<file path="src/rtl/platform_spawner_if.sv">
// platform_spawner_if: bundles the random feed, scroll handshake and slot read port of
// platform_spawner.
//   master : producer side (random source, camera, renderer/collision readers)
//   slave  : platform_spawner itself
// Signals:
//   rnd          15-bit random word, new value every cycle
//   scroll_valid scroll request; scroll_dy scroll distance 0..31 px
//   scroll_ready spawner idle and able to take a scroll
//   rd_idx       slot to read; rd_x / rd_y / rd_type / rd_alive slot contents
//   busy         initialisation or scroll pass in progress
interface platform_spawner_if #(
   parameter int unsigned SLOTS = 8
);
   logic [14:0]              rnd;
   logic                     scroll_valid;
   logic [4:0]               scroll_dy;
   logic                     scroll_ready;
   logic [$clog2(SLOTS)-1:0] rd_idx;
   logic [9:0]               rd_x;
   logic signed [10:0]       rd_y;
   logic [1:0]               rd_type;
   logic                     rd_alive;
   logic                     busy;

   modport master (
      output rnd, scroll_valid, scroll_dy, rd_idx,
      input  scroll_ready, rd_x, rd_y, rd_type, rd_alive, busy
   );

   modport slave (
      input  rnd, scroll_valid, scroll_dy, rd_idx,
      output scroll_ready, rd_x, rd_y, rd_type, rd_alive, busy
   );
endinterface

</file>
<file path="src/rtl/platform_spawner.sv">
// platform_spawner: keeps a fixed pool of platform slots (x, y, type, alive). After reset it
// fills every slot, then on each scroll request shifts all platforms down by dy and respawns
// any platform that falls off the bottom above the current topmost one, using the LFSR word
// for x, vertical gap and type.
// Ports:
//   clk  clock
//   rst  synchronous, active-high reset (aborts any pass and restarts initialisation)
//   bus  platform_spawner_if.slave: rnd, scroll handshake, indexed slot read port, busy
// Optional feature: define PLATFORM_MOVING_EN to spawn moving (type 2) platforms that bounce
// one pixel left/right per scroll pass between x=0 and x=SCREEN_W-PLAT_W.
module platform_spawner #(
   parameter int unsigned SLOTS    = 8,
   parameter int unsigned SCREEN_W = 640,
   parameter int unsigned SCREEN_H = 480,
   parameter int unsigned PLAT_W   = 64,
   parameter int unsigned MIN_GAP  = 24
) (
   input logic               clk,
   input logic               rst,
   platform_spawner_if.slave bus
);

   localparam int unsigned IW = $clog2(SLOTS);
   localparam int unsigned XRANGE = SCREEN_W - PLAT_W;
   localparam logic [9:0] XRange = 10'(XRANGE);
   localparam logic [9:0] XCenter = 10'(XRANGE / 2);
   localparam logic signed [10:0] YBottom = 11'(SCREEN_H);
   localparam logic signed [10:0] YFirst = 11'(SCREEN_H - 16);
   localparam logic [IW:0] CntLastInit = (IW + 1)'(SLOTS - 1);
   localparam logic [IW:0] CntLastScroll = (IW + 1)'(SLOTS);

   typedef enum logic [1:0] {StInit, StIdle, StScroll, StDone} state_e;

   state_e state_q, state_d;
   logic [IW:0] cnt_q, cnt_d;
   logic [4:0] dy_q, dy_d;
   logic signed [10:0] top_q, top_d;

   logic [9:0]         x_q     [SLOTS];
   logic signed [10:0] y_q     [SLOTS];
   logic [1:0]         type_q  [SLOTS];
   logic               alive_q [SLOTS];

   // Single slot write port; INIT and SCROLL each touch at most one slot per cycle.
   logic               wr_en;
   logic [IW-1:0]      wr_idx;
   logic [9:0]         wr_x;
   logic signed [10:0] wr_y;
   logic [1:0]         wr_type;

   logic [9:0]         spawn_x;
   logic signed [10:0] spawn_gap;
   logic signed [10:0] spawn_y;
   logic [1:0]         spawn_type;

   logic [IW:0]        cnt_m1;
   logic [IW-1:0]      k;
   logic signed [10:0] y_new;
   logic [9:0]         mv_x;

`ifdef PLATFORM_MOVING_EN
   logic dir_q [SLOTS];
   logic wr_dir;
   logic mv_dir;
`endif

   // Random field extraction; only consumed on cycles that spawn a platform.
   always_comb begin
      spawn_x = (bus.rnd[9:0] < XRange) ? bus.rnd[9:0] : bus.rnd[9:0] - XRange;
      spawn_gap = $signed(11'(MIN_GAP) + {6'b0, bus.rnd[14:10]});
      spawn_y = top_q - spawn_gap;
      spawn_type = 2'd0;
      if (bus.rnd[12:11] == 2'b11) begin
         spawn_type = 2'd1;
      end
`ifdef PLATFORM_MOVING_EN
      if (bus.rnd[12:11] == 2'b10) begin
         spawn_type = 2'd2;
      end
`endif
   end

   // Slot handled in SCROLL cycle cnt_q (cycle 0 only adjusts top_y).
   always_comb begin
      cnt_m1 = cnt_q - 1'b1;
      k = cnt_m1[IW-1:0];
      y_new = y_q[k] + $signed({6'b0, dy_q});
      mv_x = x_q[k];
`ifdef PLATFORM_MOVING_EN
      mv_dir = dir_q[k];
      if (type_q[k] == 2'd2) begin
         mv_x = dir_q[k] ? x_q[k] - 10'd1 : x_q[k] + 10'd1;
         // Bounce at either edge so x stays within 0..XRANGE.
         if (mv_x == 10'd0 || mv_x == XRange) begin
            mv_dir = ~dir_q[k];
         end
      end
`endif
   end

   always_comb begin
      state_d = state_q;
      cnt_d = cnt_q;
      dy_d = dy_q;
      top_d = top_q;
      wr_en = 1'b0;
      wr_idx = cnt_q[IW-1:0];
      wr_x = spawn_x;
      wr_y = spawn_y;
      wr_type = spawn_type;
`ifdef PLATFORM_MOVING_EN
      wr_dir = 1'b0;
`endif
      bus.scroll_ready = 1'b0;
      bus.busy = 1'b1;

      unique case (state_q)
         StInit: begin
            wr_en = 1'b1;
            // Slot 0 is a fixed landing platform near the bottom of the screen.
            if (cnt_q == '0) begin
               wr_x = XCenter;
               wr_y = YFirst;
               wr_type = 2'd0;
            end
            top_d = wr_y;
            if (cnt_q == CntLastInit) begin
               cnt_d = '0;
               state_d = StIdle;
            end else begin
               cnt_d = cnt_q + 1'b1;
            end
         end
         StIdle: begin
            bus.scroll_ready = 1'b1;
            bus.busy = 1'b0;
            if (bus.scroll_valid) begin
               dy_d = bus.scroll_dy;
               cnt_d = '0;
               state_d = StScroll;
            end
         end
         StScroll: begin
            if (cnt_q == '0) begin
               top_d = top_q + $signed({6'b0, dy_q});
            end else begin
               wr_en = 1'b1;
               wr_idx = k;
               if (y_new >= YBottom) begin
                  // Respawn above the topmost platform; later slots chain off the new top.
                  top_d = spawn_y;
               end else begin
                  wr_x = mv_x;
                  wr_y = y_new;
                  wr_type = type_q[k];
`ifdef PLATFORM_MOVING_EN
                  wr_dir = mv_dir;
`endif
               end
            end
            if (cnt_q == CntLastScroll) begin
               state_d = StDone;
            end else begin
               cnt_d = cnt_q + 1'b1;
            end
         end
         StDone: begin
            state_d = StIdle;
         end
         default: begin
            state_d = StInit;
         end
      endcase
   end

   always_ff @(posedge clk) begin
      if (rst) begin
         state_q <= StInit;
         cnt_q <= '0;
         dy_q <= '0;
         top_q <= '0;
      end else begin
         state_q <= state_d;
         cnt_q <= cnt_d;
         dy_q <= dy_d;
         top_q <= top_d;
      end
   end

   always_ff @(posedge clk) begin
      if (rst) begin
         for (int i = 0; i < int'(SLOTS); i++) begin
            x_q[i] <= '0;
            y_q[i] <= '0;
            type_q[i] <= '0;
            alive_q[i] <= 1'b0;
`ifdef PLATFORM_MOVING_EN
            dir_q[i] <= 1'b0;
`endif
         end
      end else if (wr_en) begin
         x_q[wr_idx] <= wr_x;
         y_q[wr_idx] <= wr_y;
         type_q[wr_idx] <= wr_type;
         alive_q[wr_idx] <= 1'b1;
`ifdef PLATFORM_MOVING_EN
         dir_q[wr_idx] <= wr_dir;
`endif
      end
   end

   assign bus.rd_x = x_q[bus.rd_idx];
   assign bus.rd_y = y_q[bus.rd_idx];
   assign bus.rd_type = type_q[bus.rd_idx];
   assign bus.rd_alive = alive_q[bus.rd_idx];

endmodule

</file>
<file path="src/flat_wrapper.sv">
// flat-port wrapper written by rule: the top's interface ports become plain ports
module platform_spawner_flat 
#(
   parameter int unsigned SLOTS    = 8,
   parameter int unsigned SCREEN_W = 640,
   parameter int unsigned SCREEN_H = 480,
   parameter int unsigned PLAT_W   = 64,
   parameter int unsigned MIN_GAP  = 24
)
  (clk, rst, bus_rnd, bus_scroll_valid, bus_scroll_dy, bus_rd_idx, bus_scroll_ready, bus_rd_x, bus_rd_y, bus_rd_type, bus_rd_alive, bus_busy);
  platform_spawner_if #(.SLOTS(SLOTS)) bus_i ();
  input logic clk;
  input logic rst;
  input wire logic [$bits(bus_i.rnd)-1:0] bus_rnd;
  input wire logic [$bits(bus_i.scroll_valid)-1:0] bus_scroll_valid;
  input wire logic [$bits(bus_i.scroll_dy)-1:0] bus_scroll_dy;
  input wire logic [$bits(bus_i.rd_idx)-1:0] bus_rd_idx;
  output wire logic [$bits(bus_i.scroll_ready)-1:0] bus_scroll_ready;
  output wire logic [$bits(bus_i.rd_x)-1:0] bus_rd_x;
  output wire logic [$bits(bus_i.rd_y)-1:0] bus_rd_y;
  output wire logic [$bits(bus_i.rd_type)-1:0] bus_rd_type;
  output wire logic [$bits(bus_i.rd_alive)-1:0] bus_rd_alive;
  output wire logic [$bits(bus_i.busy)-1:0] bus_busy;
  assign bus_i.rnd = bus_rnd;
  assign bus_i.scroll_valid = bus_scroll_valid;
  assign bus_i.scroll_dy = bus_scroll_dy;
  assign bus_i.rd_idx = bus_rd_idx;
  assign bus_scroll_ready = bus_i.scroll_ready;
  assign bus_rd_x = bus_i.rd_x;
  assign bus_rd_y = bus_i.rd_y;
  assign bus_rd_type = bus_i.rd_type;
  assign bus_rd_alive = bus_i.rd_alive;
  assign bus_busy = bus_i.busy;
  platform_spawner #(.SLOTS(SLOTS), .SCREEN_W(SCREEN_W), .SCREEN_H(SCREEN_H), .PLAT_W(PLAT_W), .MIN_GAP(MIN_GAP)) u_core (.clk(clk), .rst(rst), .bus(bus_i));
endmodule
</file>
<file path="config.mk">
export PLATFORM = sky130hd
export DESIGN_NAME = platform_spawner_flat
export DESIGN_NICKNAME = d
export VERILOG_FILES = /design/src/rtl/platform_spawner_if.sv /design/src/rtl/platform_spawner.sv /design/src/flat_wrapper.sv
export SDC_FILE = /design/constraint.sdc
export NUM_CORES = 1
export LEC_CHECK = 0
export BUFFER_PORTS_ARGS = -buffer_cell sky130_fd_sc_hd__buf_2
export CORE_MARGIN = 5
export CORE_UTILIZATION = 30
export DETAILED_ROUTE_END_ITERATION = 8
export SYNTH_ARGS = -nofsm -noshare
export SYNTH_HDL_FRONTEND = slang
export SYNTH_SLANG_ARGS = --single-unit
</file>
<file path="constraint.sdc">
create_clock -name clk -period 9.4 [get_ports clk]
set_clock_uncertainty 0.15 [all_clocks]
set_input_delay 0.94 -clock clk [delete_from_list [all_inputs] [get_ports clk]]
set_output_delay 0.94 -clock clk [all_outputs]
set_load 0.01 [all_outputs]
</file>
* Word-level counts from Yosys, hierarchy flattened
Memory sizes are Yosys's and may differ from the RTL's. Index checks and enable logic that the tools add are counted.
Storage, ports and cells: memories 4, flip-flop bits (word level) 22, bits in writable memories 192
Memory list:
- u_core.y_q | depth 8, width 11, rd ports 2, clocked after memory_dff 0, wr ports 8, RTL line platform_spawner.sv:40 | logic signed [10:0] y_q [SLOTS];
- u_core.x_q | depth 8, width 10, rd ports 2, clocked after memory_dff 0, wr ports 8, RTL line platform_spawner.sv:39 | logic [9:0] x_q [SLOTS];
- u_core.type_q | depth 8, width 2, rd ports 2, clocked after memory_dff 0, wr ports 8, RTL line platform_spawner.sv:41 | logic [1:0] type_q [SLOTS];
- u_core.alive_q | depth 8, width 1, rd ports 1, clocked after memory_dff 0, wr ports 8, RTL line platform_spawner.sv:42 | logic alive_q [SLOTS];
Cells by class: mux-type cells 48, order comparisons 2, equality and inequality tests 11, reduce and logical (&&, ||, !) cells 12, $add $sub $neg 7
Operators by type and width (count):
- two-way mux 11 bit | 6
- two-way mux 10 bit | 5
- case mux 11 bit (2 select lines) | 2
- adder 11 x 6 -> 11 bit | 2
- case mux 10 bit (2 select lines) | 1
- two-way mux 3 bit | 6
- two-way mux 1 bit | 15
- two-way mux 2 bit | 6
- two-way mux 4 bit | 3
- case mux 4 bit (3 select lines) | 1
- >= comparator 11 x 10 -> 1 bit, second input constant | 1
- OR reduction 11 bit | 1
- subtractor 11 bit | 1
- less-than comparator 10 bit, second input constant | 1
- OR reduction 10 bit | 1
- subtractor 10 bit, second input constant | 1
- case mux 2 bit (4 select lines) | 1
- adder 5 x 5 -> 6 bit, first input constant | 1
- equality test 2 bit, second input constant | 3
- AND reduction 3 bit | 2
- adder 4 x 1 -> 4 bit, second input constant | 1
- equality test 4 x 3 -> 1 bit, second input constant | 1
- equality test 4 bit, second input constant | 1
- zero test 4 bit | 1
- other kinds (13) | 16

* Depth between registers and ports, before layout
Gate-level depths: netlist (run 1).
depth after elaboration 8, depth in mapped cells 24, depth with buffers taken out 16

* Least setup slack after synthesis (run 1)
No wires, ideal clock.
kind flip-flop to flip-flop, start point reg u_core.cnt_q[0], end point mem u_core.x_q[0][4] (data pin), stages on the path, launching flop included 23, setup slack 3.907 ns, arrival time 5.078 ns, data required time 8.985 ns, buffers on the path 7, cells stage by stage dfxtp_1 > buf_2 > clkinv_1 > ha_1 > buf_4 > buf_4 > buf_1 > buf_1 > clkbuf_1 > mux4_2 > nand2_1 > and2_1 > inv_1 > ha_1 > a211o_1 > a21oi_1 > o21ba_2 > o21ai_0 > a22o_1 > or2_4 > buf_6 > a32oi_4 > nor2_2
RTL lines:
- start, declared | RTL line platform_spawner.sv:35 | logic [IW:0] cnt_q, cnt_d;
- start signal, assigned | RTL line platform_spawner.sv:184 | cnt_q <= cnt_d;
- end, declared | RTL line platform_spawner.sv:39

==> results of run 1 <==
==> worst max-delay path by stage <==
stage	start	to	slack, ps	cells past startpoint
finish	u_core.cnt_q[0]	u_core.type_q[2][1]	3460	15
global route	u_core.cnt_q[0]	u_core.type_q[7][1]	3050	16
CTS	u_core.cnt_q[0]	u_core.type_q[2][1]	3540	16
detailed placement	u_core.cnt_q[0]	u_core.y_q[2][8]	3540	16
global placement	u_core.cnt_q[0]	u_core.y_q[1][8]	3690	16
floorplan	u_core.cnt_q[0]	u_core.x_q[0][4]	3910	22
==> synthesized netlist by cell type (3+ instances only) <==
library cell  count
nor2_1          211
edfxtp_1        184
mux4_2           90
nand2_1          87
clkbuf_1         40
inv_1            38
o21ai_0          38
dfxtp_1          30
ha_1             25
mux2_2           25
a21oi_1          24
mux2i_1          21
nand3_1          16
xnor2_1          16
buf_1            12
a32oi_2           9
nor3_1            9
a21o_1            8
nor2_2            8
or3_1             8
a211oi_1          7
nor2b_1           7
xor2_1            6
a21boi_0          5
a22oi_1           5
buf_4             5
a31oi_1           4
buf_2             4
and2_1            3
buf_6             3
clkinv_1          3
fa_1              3
o211a_1           3
o211ai_1          3
o31ai_1           3
or2_2             3
==> flip-flops by register name, summed over array words and instances, names as in the netlist <==
| register | cells |
|---|---|
| u_core.type_q | 16 |
| u_core.cnt_q | 4 |
| u_core.top_q | 11 |
| u_core.dy_q | 5 |
| u_core.state_q | 2 |
| u_core.alive_q | 8 |
| u_core.x_q | 80 |
| u_core.y_q | 88 |
==> logic make-up (layout without fill, tap and decap cells) <==
logic type	count (synthesis)	in the layout
AND/OR/NAND/NOR	370	370
flip-flops	214	214
AO/OA/AOI/OAI	142	142
multiplexers	136	136
buffers and inverters	105	150
adder cells (fa/ha/maj)	28	28
XOR/XNOR	23	23
==> critical path, delay by kind of cell, from the launching register on <==
family | cells | cell delay [ps]
AO/OA/AOI/OAI | 4 | 870
flip-flops | 1 | 630
multiplexers | 1 | 430
AND/OR/NAND/NOR | 6 | 1820
buffers and inverters | 2 | 430
adder cells (fa/ha/maj) | 2 | 1430
==> final cells by class <==
class | count | area, um2
sequential | 214 | 6130
clock inverter | 10 | 115
inverter | 41 | 154
tap | 532 | 666
fill | 4066 | 26900
multi-input combinational | 699 | 5790
timing repair buffer | 64 | 353
clock buffer | 35 | 673
==> power groups by stage <==
| stage | combinational [mW] | sequential, mW | clock, mW |
|---|---|---|---|
| after detailed placement | 1.86 | 1.35 | 0 |
| after global placement | 1.85 | 1.34 | 0 |
| after global routing | 2.01 | 1.36 | 1.01 |
| final | 1.88 | 1.34 | 0.951 |
| after CTS | 1.86 | 1.34 | 0.962 |
| after floorplan | 1.36 | 1.29 | 0 |
==> routing by layer <==
layer,vias up,global-route usage [%],wire [um]
met3,73,3.67,3300
met2,430,25.0,17000
met5,-,0,0
met1,4508,22.6,15700
li1,3843,-,-
met4,0,4.35,1150
==> through the flow <==
stage               hold slack [ps]  worst slack [ps]  utilization [%]
finish                          305              3460             34.1
global route                    329              3050             34.1
CTS                             305              3540             34.1
detailed placement              294              3540             32.1
global placement                288              3690             32.1
floorplan                       277              3910                -
==> out/results.ini, run 1 <==
[finish]
n_antenna_cell=0
stdcell_count=1595
final_common_cell=nor2_1
fin_nets=1099
area_growth_pct=12.6
final_cell_mix=nor2_1, edfxtp_1, mux4_2, nand2_1, buf_2
drive_above_1_share_pct=24.5
fin_area_um2=13900

[setup_path]
cp_slowest_cell=ha_2
start_kind=register
crit_top_cell=and2_1
r2r-start=u_core.cnt_q[0]
end_kind=register
crit_chain=clkinv_1 -> ha_2 -> mux4_2 -> nand2_1 -> and2_1 -> inv_1 -> ha_1 -> a211o_1 -> a21oi_1 -> o21ba_2 -> o21ai_0 -> and2_1 -> nor2_4 -> nand3_1 -> nor2_1
rr_worst_depth=15
cp.arrival_ps=6160
worstPathRequired_ps=9620
r2r_end=u_core.type_q[2][1]
crit_type=reg -> reg
rrSetupSlack_ps=3460
crit_fanout=37
cpPeakStageDelay_ps=1140

[clock_network]
cts_tree=yes
clk_latency_ps=550
postCtsHoldBufs=0
h-tree-depth=1
clk_pin_slew_ps=60
cts_resized=0
clkSinkCount=214
cts_buffer_depth=3
ctsRootBufferMaster=clkbuf_16
cts_made_buffers=25
cts_setup_buffers=0

[routing]
wl_per_cell_um=23.2
vias_per_cell=5.55
vias=8854
ant_nets=0
dr.pass1.iters=7
wirelength_um=37100
drcViolationCount=0
drt-initial-drc-count=1003

[power]
p_per_area_nw_per_um2=301
power_mw=4.17
seq_power_share_pct=32.1
internal_power_mw=2.48
switchingPower_mw=1.70
p_clk_share_pct=22.8
power.leakage_nw=4.93
vdd_drop_max_mv=0.161
p_sw_share_pct=40.7
combPwrFrac_pct=45.1

[floorplanning]
die_h_um=213
die_x_um=213
core_um2=40700
placementRows=74
die_area_um2=45200
start_util_pct=30.2
io_pins=52

[sta]
report.final.hold_viol_count=0
setup_viol=0
period_needed_ps=5940
rsz0062_at_grt=no
setup_tns_ps=0
final.period_utilization_pct=63.2
slew_viol_final=0
relSlewSlack_pct=30.6
max_freq_ghz=0.168
worstMarginPinSlew_ps=1040

[worst_hold_path]
min_from=u_core.alive_q[7]
worstHoldPathCells=2
hold_path_end=u_core.alive_q[7]
min-delay-path-class=reg -> reg

[global_route]
grt_max_degree=49
first_global_vias=8487
grt_pass1_wl_um=54800
antenna_found_initial=0
grt_usage_pct=16.0
grt.overflow.total=0

[synthesis]
yosys.area_share.simple_pct=12.8
yosysSeqAreaShare_pct=49.7
ys_warn_count=0
muxShareOfSynthArea_pct=20.4
synth_top_cell_by_area=edfxtp_1
synthArstFlopShare_pct=0
ys_ff_latch=214
synthAdderAreaFrac_pct=3.03
syn_avg_cell_area_um2=12.1
syn_nets=1072
synth.area.top_cells=edfxtp_1, mux4_2, nor2_1, dfxtp_1, nand2_1
synthCells=1018
syn-cell-area_um2=12300
synth_xor_area_share_pct=1.70
yosys.cell_types.count=74
synth_top_family_by_area=multiplexers
synth_top_area_share_pct=44.8
synth_compound_area_share_pct=8.77
ys_dominant_reg_cell=edfxtp_1
synth_edf_count=184

[placed_design]
gp_congestion=0.868
dpl_cell_area_um2=13100
io_buffers=51
hpwl_um=22200
dpl.cell_count=1550

[status]
status=completed

[flow_run]
cap_violations=0

No activity file was read; power rests on OpenSTA's default activity.
==> inputs of run 2 (changes only) <==
==> constraint.sdc (replaced) <==
create_clock -name clk -period 4.95 [get_ports clk]
set_clock_uncertainty 0.15 [all_clocks]
set_input_delay 0.495 -clock clk [delete_from_list [all_inputs] [get_ports clk]]
set_output_delay 0.495 -clock clk [all_outputs]
set_load 0.01 [all_outputs]
==> run 2 against run 1 <==
Worst hold slack worse by 210 ps. Setup slack worse by 3000 ps. Largest power group unchanged. Sequential share of layout area is 0.92 points lower. First-iteration DRC count is 5.8% higher. Count of clock-buffer cells in the layout stayed put. Combinational power is 98% higher. Cell count is 1.6% higher. Total power is 92% higher. Global-route usage is 0.26 points lower. Cell area is 2.1% higher. Critical path type unchanged.
==> out/results.ini, run 2 (synthesis gave the netlist of run 1 again) <==
[floorplanning]
start_util_pct=30.2
io_pins=52
die_h_um=213
die_area_um2=45200
die_x_um=213
core_um2=40700
placementRows=74

[finish]
reg_top3=u_core.y_q (88), u_core.x_q (80), u_core.type_q (16)
final_common_cell=nor2_1
n_antenna_cell=0
top_register=u_core.y_q
fin_util_pct=34.8
area_growth_pct=15.0
fin_nets=1124
largest_reg_flops=88
final_cell_mix=nor2_1, edfxtp_1, mux4_2, nand2_1, buf_2
drive_above_1_share_pct=25.9

[sta]
fin_hold_ws_ps=95.3
report.final.hold_viol_count=0
final.period_utilization_pct=90.4
period_needed_ps=4470
relSlewSlack_pct=39.4
slew_viol_final=0
setup_viol=0
setup_tns_ps=0
max_freq_ghz=0.224
rsz0062_at_grt=no
worstMarginPinSlew_ps=909
setup_slack_ps=476

[setup_path]
crit_chain=inv_1 -> ha_4 -> mux4_2 -> nand2_1 -> and2_1 -> inv_1 -> ha_1 -> a211o_1 -> a21oi_1 -> o21ba_2 -> o21ai_0 -> a22o_1 -> or2_4 -> a31oi_2 -> nor2_1
crit_top_cell=inv_1
cpPeakStageDelay_ps=500
start_kind=register
crit_fanout=16
cp.arrival_ps=4570
crit_type=reg -> reg
worstPathRequired_ps=5050
cp_slowest_cell=a31oi_2
rr_worst_depth=15
end_kind=register

[placed_design]
pre_cts_ws_ps=189
gp_congestion=0.899
io_buffers=51
hpwl_um=23200

[clock_network]
cts_tree=yes
clkSinkCount=214
cts_made_buffers=24
postCtsHoldBufs=0
cts_buffer_depth=3
ctsRootBufferMaster=clkbuf_16
h-tree-depth=1
clk_pin_slew_ps=60
clk_latency_ps=520

[power]
p_sw_share_pct=39.6
switchingPower_mw=3.17
power.leakage_nw=5.08
internal_power_mw=4.83
power_mw=8.00
combPwrFrac_pct=46.5
p_clk_share_pct=22.1
seq_power_share_pct=31.3
vdd_drop_max_mv=0.339
p_per_area_nw_per_um2=564

[routing]
wl_met1_um=15400
wl_per_cell_um=22.6
maxUsedRoutingLayer=met4
wirelength_um=36600
drt-initial-drc-count=1061
vias_per_cell=5.47
drcViolationCount=0
vias=8860
wl_met3_um=2880
wl_met2_um=17300
dr.pass1.iters=5
ant_nets=0

[global_route]
first_global_vias=8833
grt.overflow.total=0
grt_usage_pct=15.8
grt_max_degree=49
antenna_found_initial=0
grt_pass1_wl_um=54800

[worst_hold_path]
min-delay-path-class=in -> reg
worstHoldPathCells=3

[status]
status=completed

[flow_run]
cap_violations=0

-- run 2: repair_timing --
action / in CTS / in global routing
gates resized for setup: 0 / 7
setup buffers: 0 / 3
setup endpoints to repair: 0 / 41
-- run 2: layer usage --
metal  track usage [%]  vias up
met4              4.08        0
met3              2.41       71
met2              26.1      405
li1                  -     3893
met1              21.8     4491
met5                 0        -
-- run 2: worst paths after layout --
check	from	to	slack (ps)
min reg2reg	u_core.alive_q[1]	u_core.alive_q[1]	310
max reg2reg	u_core.cnt_q[1]	u_core.y_q[6][1]	480
max	u_core.cnt_q[1]	u_core.y_q[6][1]	480
min	bus_scroll_dy[1]	u_core.dy_q[1]	100
-- run 2: final cells by class --
class | instances | area (um2)
clock buffers | 35 | 719
clock inverters | 9 | 67.6
fillers | 3977 | 26600
inverters | 41 | 155
multi-input cells | 699 | 5840
flip-flops and latches | 214 | 6130
well taps | 532 | 666
repair buffers | 90 | 602
-- run 2: critical path, delay by kind of cell, from the launching register on --
kind            cells  cell delay (ps)
compound gates      6             1670
flops               1              440
mux                 1              330
fa+ha+maj           2              700
buf+inv             2              180
simple gates        4              730
-- run 2: power groups by stage --
stage / sequential [mW] / combinational [mW] / clock [mW]
final: 2.51 / 3.72 / 1.77
after global placement: 2.52 / 3.58 / 0
after detailed placement: 2.53 / 3.60 / 0
after global routing: 2.53 / 4.00 / 1.88
after floorplan: 2.45 / 2.60 / 0
after CTS: 2.50 / 3.62 / 1.79
-- run 2: metrics by stage --
stage | instance area, um2 | instances
2_1_floorplan | 12300 | 1018
3_3_place_gp | 13300 | 1573
3_5_place_dp | 13300 | 1573
4_1_cts | 14100 | 1617
5_1_grt | 14200 | 1620
6_report | 14200 | 1620
